`src/rtl/ddr_wr_feeder.sv`:
```
// Write-path feeder for a DDR PHY: buffers 2-beat words and streams them as whole
// bursts into the DQ/DQS output DDR cells, with preamble and postamble cycles.
module ddr_wr_feeder #(
  parameter int DQ_W       = 8,
  parameter int BURST_SCLK = 2,
  parameter int FIFO_DEPTH = 4
) (
  input  logic              SCLK,
  input  logic              RSTB,
  input  logic              WR_VALID,
  input  logic [2*DQ_W-1:0] WR_DATA,
  output logic              WR_READY,
  output logic [DQ_W-1:0]   DQ_D0,
  output logic [DQ_W-1:0]   DQ_D1,
  output logic              DQS_D0,
  output logic              DQS_D1,
  output logic              DQ_OE,
  output logic              DQS_OE,
  output logic              BUSY,
  output logic              BURST_DONE,
  output logic [7:0]        BURST_CNT
);
  localparam int PTR_W  = (FIFO_DEPTH > 1) ? $clog2(FIFO_DEPTH) : 1;
  localparam int CNT_W  = $clog2(FIFO_DEPTH) + 1;
  localparam int BEAT_W = (BURST_SCLK > 1) ? $clog2(BURST_SCLK) : 1;
  localparam logic [CNT_W-1:0]  DEPTH_C   = CNT_W'(FIFO_DEPTH);
  localparam logic [CNT_W-1:0]  BURST_C   = CNT_W'(BURST_SCLK);
  localparam logic [BEAT_W-1:0] LAST_BEAT = BEAT_W'(BURST_SCLK - 1);
  localparam logic [PTR_W-1:0]  LAST_PTR  = PTR_W'(FIFO_DEPTH - 1);

  typedef enum logic [1:0] {IDLE, PRE, DATA, POST} state_t;

  state_t             state_reg, state_next;
  logic [BEAT_W-1:0]  beat_reg, beat_next;
  logic [2*DQ_W-1:0]  mem [FIFO_DEPTH];
  logic [PTR_W-1:0]   wr_ptr_reg, rd_ptr_reg, rd_ptr_next;
  logic [CNT_W-1:0]   count_reg, count_next, count_after_pop;
  logic               push, pop, last_beat, bypass;
  logic [2*DQ_W-1:0]  rd_word;

  logic [DQ_W-1:0]    dq_d0_reg, dq_d1_reg;
  logic               dqs_d0_reg, dq_oe_reg, dqs_oe_reg, busy_reg, burst_done_reg;
  logic [7:0]         burst_cnt_reg;

  // No bypass: a full FIFO refuses a word even in a cycle that pops.
  assign WR_READY  = !RSTB && (count_reg < DEPTH_C);
  assign push      = WR_VALID && WR_READY;
  assign pop       = (state_reg == DATA);
  assign last_beat = (state_reg == DATA) && (beat_reg == LAST_BEAT);

  always_comb begin
    count_after_pop = count_reg - CNT_W'(pop);
    count_next      = count_after_pop + CNT_W'(push);
    rd_ptr_next     = rd_ptr_reg;
    if (pop)
      rd_ptr_next = (rd_ptr_reg == LAST_PTR) ? '0 : rd_ptr_reg + 1'b1;
  end

  // A continuation burst can need the word being written this very edge
  // (only possible with one-cycle bursts); forward it from the input.
  assign bypass  = push && (count_after_pop == '0);
  assign rd_word = bypass ? WR_DATA : mem[rd_ptr_next];

  always_comb begin
    state_next = state_reg;
    beat_next  = beat_reg;
    case (state_reg)
      IDLE: if (count_reg >= BURST_C) state_next = PRE;
      PRE: begin
        state_next = DATA;
        beat_next  = '0;
      end
      DATA: begin
        if (beat_reg == LAST_BEAT) begin
          beat_next  = '0;
          state_next = (count_next >= BURST_C) ? DATA : POST;
        end else begin
          beat_next = beat_reg + 1'b1;
        end
      end
      POST:    state_next = IDLE;
      default: state_next = IDLE;
    endcase
  end

  always_ff @(posedge SCLK) begin
    if (push) mem[wr_ptr_reg] <= WR_DATA;
  end

  always_ff @(posedge SCLK) begin
    if (RSTB) begin
      state_reg  <= IDLE;
      beat_reg   <= '0;
      wr_ptr_reg <= '0;
      rd_ptr_reg <= '0;
      count_reg  <= '0;
    end else begin
      state_reg  <= state_next;
      beat_reg   <= beat_next;
      rd_ptr_reg <= rd_ptr_next;
      count_reg  <= count_next;
      if (push) wr_ptr_reg <= (wr_ptr_reg == LAST_PTR) ? '0 : wr_ptr_reg + 1'b1;
    end
  end

  // Outputs are registered from the next state so they line up with state_reg.
  always_ff @(posedge SCLK) begin
    if (RSTB) begin
      dq_d0_reg      <= '0;
      dq_d1_reg      <= '0;
      dqs_d0_reg     <= 1'b0;
      dq_oe_reg      <= 1'b0;
      dqs_oe_reg     <= 1'b0;
      busy_reg       <= 1'b0;
      burst_done_reg <= 1'b0;
      burst_cnt_reg  <= 8'd0;
    end else begin
      dqs_d0_reg     <= (state_next == DATA);
      dq_oe_reg      <= (state_next == DATA);
      dqs_oe_reg     <= (state_next != IDLE);
      busy_reg       <= (state_next != IDLE);
      burst_done_reg <= last_beat;
      if (last_beat) burst_cnt_reg <= burst_cnt_reg + 8'd1;
      if (state_next == DATA) begin
        dq_d0_reg <= rd_word[DQ_W-1:0];
        dq_d1_reg <= rd_word[2*DQ_W-1:DQ_W];
      end else begin
        dq_d0_reg <= '0;
        dq_d1_reg <= '0;
      end
    end
  end

  assign DQ_D0      = dq_d0_reg;
  assign DQ_D1      = dq_d1_reg;
  assign DQS_D0     = dqs_d0_reg;
  assign DQS_D1     = 1'b0;
  assign DQ_OE      = dq_oe_reg;
  assign DQS_OE     = dqs_oe_reg;
  assign BUSY       = busy_reg;
  assign BURST_DONE = burst_done_reg;
  assign BURST_CNT  = burst_cnt_reg;

endmodule

```
`config.mk`:
```
export PLATFORM = sky130hd
export DESIGN_NAME = ddr_wr_feeder
export DESIGN_NICKNAME = d
export VERILOG_FILES = /design/src/rtl/ddr_wr_feeder.sv
export SDC_FILE = /design/constraint.sdc
export NUM_CORES = 1
export LEC_CHECK = 0
export ABC_AREA = 1
export BUFFER_PORTS_ARGS = -buffer_cell sky130_fd_sc_hd__buf_2
export CELL_PAD_IN_SITES_DETAIL_PLACEMENT = 1
export CELL_PAD_IN_SITES_GLOBAL_PLACEMENT = 1
export CORE_MARGIN = 2
export CORE_UTILIZATION = 45
export DETAILED_ROUTE_END_ITERATION = 8
export PLACE_DENSITY = 0.87
export REMOVE_ABC_BUFFERS = 1
export SLEW_MARGIN = 20
export SYNTH_ARGS = -nofsm -noshare
export SYNTH_HDL_FRONTEND = slang
export SYNTH_SLANG_ARGS = --single-unit
```
`constraint.sdc`:
```
create_clock -name SCLK -period 2.71 [get_ports SCLK]
set_clock_uncertainty 0.15 [all_clocks]
set_input_delay 0.271 -clock SCLK [delete_from_list [all_inputs] [get_ports SCLK]]
set_output_delay 0.271 -clock SCLK [all_outputs]
set_load 0.02 [all_outputs]
```
==> flow_summary_export.csv <==
group,metric,value,unit
clock_network,clk_latency,0.38,ns
sta,max_slew_margin,0.606,
yosys,ys_seq_elements,101,
sta,drv_slew,0,
finish,nets,605,
routing,dr_wl_met3,318,µm
clock_network,htree_num_levels,3,
sta,setup_viol,0,
min_path,hold_path.class,"input port to register",
grt,grt_pass1_vias,3762,
power_and_ir_drop,p_per_area,873,nW/µm²
floorplanning,die_h,106,µm
clock_network,cts_resized,0,
power_and_ir_drop,vdd_drop_max,0.323,mV
floorplanning,ios,50,
sta,tightest_slew,0.590,ns
routing,via_per_inst,4.85,
run_status,status,"finished clean",
yosys,synth_cell_type_count,29,
floorplanning,core_area,10200,µm²
clock_network,cts_root_buf,"clkbuf_8",
worst_setup_path,r2r_start,"state_reg[0]",
floorplanning,die_area,11200,µm²
routing,wl_met1,4640,µm
sta,fmax,418,MHz
worst_setup_path,cpMaxStageDelayCell,"dfxtp_1",
power_and_ir_drop,p_int,2.76,mW
clock_network,clk_pin_slew,0.10,ns
clock_network,holdBufCountCts,16,
clock_network,cts_tree,"yes",
power_and_ir_drop,seqPwrFrac,0.427,
worst_setup_path,max_stage_delay,0.36,ns
grt,grt_max_degree,33,
sta,hold_ws,0.0919,ns
worst_setup_path,r2r_cells,12,
routing,wirelength,11100,µm
yosys,avgSynthCellArea,9.13,µm²
worst_setup_path,worstSetupEndpointType,"register",
min_path,min_from,"RSTB",
floorplanning,start_util,0.456,
worst_setup_path,crit_top_cell,"ha_1",
floorplanning,rows,37,
power_and_ir_drop,switching_power,1.87,mW
routing,highest_layer,"met4",
routing,drt_iter0_markers,137,
routing,ant_nets,0,
sta,period_needed,2.39,ns
min_path,holdPathStages,2,
sta,fin_ws,0.316,ns
power_and_ir_drop,clkPwrFrac,0.188,
routing,wl_met2,5850,µm
yosys,synth_warnings,0,
routing,drt_first_pass_iters,4,
sta,hold_violations,0,
power_and_ir_drop,power,4.63,mW
finish,largest_register_ffs,64,
routing,dr_total_vias,3464,
finish,area_growth,14.1,%
clock_network,cts_buffer_depth,2,
power_and_ir_drop,p_sw_frac,0.404,
finish,regMostFlops,"mem",
run,drv_cap,0,
clock_network,cts_post_setup_buffers_inserted,0,
grt,overflow,0,
routing,drc_errors,0,
clock_network,cts.sinks,101,
min_path,whs_endpoint,"count_reg[0]",
sta,grt_setup_unrepaired,"false",
worst_setup_path,crit_required,2.87,ns
placed_design,place_congestion,0.797,
worst_setup_path,reg2reg_slack,0.32,ns
placed_design,portBuffers,48,
sta,post-route-period-util,0.883,
finish,antenna_cells,0,
worst_setup_path,critPathLaunchType,"register",
yosys,synthCells,509,
worst_setup_path,arrival,2.56,ns
worst_setup_path,crit_fanout,18,
floorplanning,die_w,106,µm
routing,wl_per_cell,15.5,µm
power_and_ir_drop,comb_power_share,0.385,
placed_design,dp_slack,0.324,ns
yosys,ys_seq_area_frac,0.573,
worst_setup_path,path_delay_family,"adder cells",
power_and_ir_drop,p_leak,2.50,nW
worst_setup_path,cp_num_buf_inv,2,
yosys,syn_area,4650,µm²
grt,grt_pass1_wl,17800,µm
worst_setup_path,timing.rr.end,"DQ_D0[2]",
worst_setup_path,crit_chain,"inv_1, ha_1, xnor2_1, inv_1, ha_1, ha_1, nor2_1, nand3_1, nand2_2, nand2_4, nand3_1, nor2_2",
finish,layout-drive-gt1-share,0.183,
placed_design,dp_hpwl,7220,µm
grt,grt_util_all_layers,0.209,
grt,antenna_found_initial,0,
sta,fin_tns_setup,0,ns
worst_setup_path,path_class,"register to register",
clock_network,numCtsBuffers,9,
[logic make-up (layout without fill, tap and decap cells)]
group | count (synthesis) | in the layout | synth area share
flops | 101 | 101 | 0.573
other cells | 1 | 1 | 0.000807
compound gates | 15 | 15 | 0.0197
fa+ha+maj | 13 | 13 | 0.0350
buf+inv | 131 | 200 | 0.124
xor+xnor | 1 | 1 | 0.00189
simple gates | 247 | 247 | 0.246
[final cells by class]
type / count / area [µm²]
clock buffer: 12 / 145
clock inverter: 4 / 23.8
fill: 1229 / 4880
inverter: 114 / 433
multi-input combinational: 277 / 1410
sequential: 101 / 2660
tap: 136 / 170
timing repair buffer: 70 / 458
[power by group through the flow]
stage | Clock, mW | Combinational, mW | Sequential, mW
final | 0.870 | 1.78 | 1.98
after CTS | 0.883 | 1.80 | 1.97
after detailed placement | 0 | 1.76 | 2.01
after global placement | 0 | 1.65 | 2.00
after floorplan | 0 | 1.02 | 2.13
after global routing | 0.933 | 2.00 | 1.99
[cell usage in the layout (no fill, tap or decap), types with 11 or more instances in the layout]
cell,n
nand2_1,120
inv_1,108
edfxtp_1,64
buf_2,48
nand3_1,47
nor2_1,46
dfxtp_1,37
dlygate4sd3_1,16
ha_1,13
nand3_2,11
[stage by stage]
stage,utilization,area [µm²],cells
after global routing,0.521,5300,714
final,0.521,5300,714
after global placement,0.488,4970,682
after floorplan,-,4500,492
after detailed placement,0.488,4970,682
after CTS,0.521,5300,714
[per-layer routing]
metal / up-vias / global-route usage
met3: 18 / 0.0365
met5: - / 0
li1: 1683 / -
met1: 1704 / 0.228
met2: 59 / 0.397
met4: 0 / 0.0855
[synth_stat cells, drive strengths merged]
cell | count | area [µm²]
a21oi | 6 | 41.3
buf | 16 | 138
nor2 | 56 | 235
nor3b | 1 | 18.8
conb | 1 | 3.75
nand4 | 2 | 12.5
nand2 | 127 | 509
dfxtp | 37 | 741
xnor2 | 1 | 8.76
edfxtp | 64 | 1920
or2 | 1 | 6.26
o21bai | 2 | 15.0
clkbuf | 1 | 3.75
inv | 114 | 433
nand3 | 58 | 345
nor3 | 2 | 15.0
ha | 13 | 163
o21ai | 7 | 35.0
[worst max-delay path by stage]
| stage | startpoint | cells after the start | end | slack, ns |
|---|---|---|---|---|
| 6_report | state_reg[0] | 12 | DQ_D0[2] | 0.32 |
| 3_3_place_gp | state_reg[0] | 12 | DQ_OE | 0.47 |
| 5_1_grt | state_reg[0] | 13 | DQ_D0[2] | 0.07 |
| 4_1_cts | state_reg[0] | 12 | DQ_D0[2] | 0.29 |
| 2_1_floorplan | state_reg[0] | 13 | DQ_D0[6] | 0.54 |
| 3_5_place_dp | state_reg[0] | 12 | DQ_OE | 0.32 |
[worst register-to-register path, cell delays in order, from the launching register on]
cell and delay [ns]:
dfxtp_1 0.36, inv_1 0.11, ha_1 0.24, xnor2_1 0.21, inv_1 0.08, ha_1 0.20
ha_1 0.30, nor2_1 0.05, nand3_1 0.09, nand2_2 0.07, nand2_4 0.19, nand3_1 0.15
nor2_2 0.14
Power figures use the tool's default switching activity.
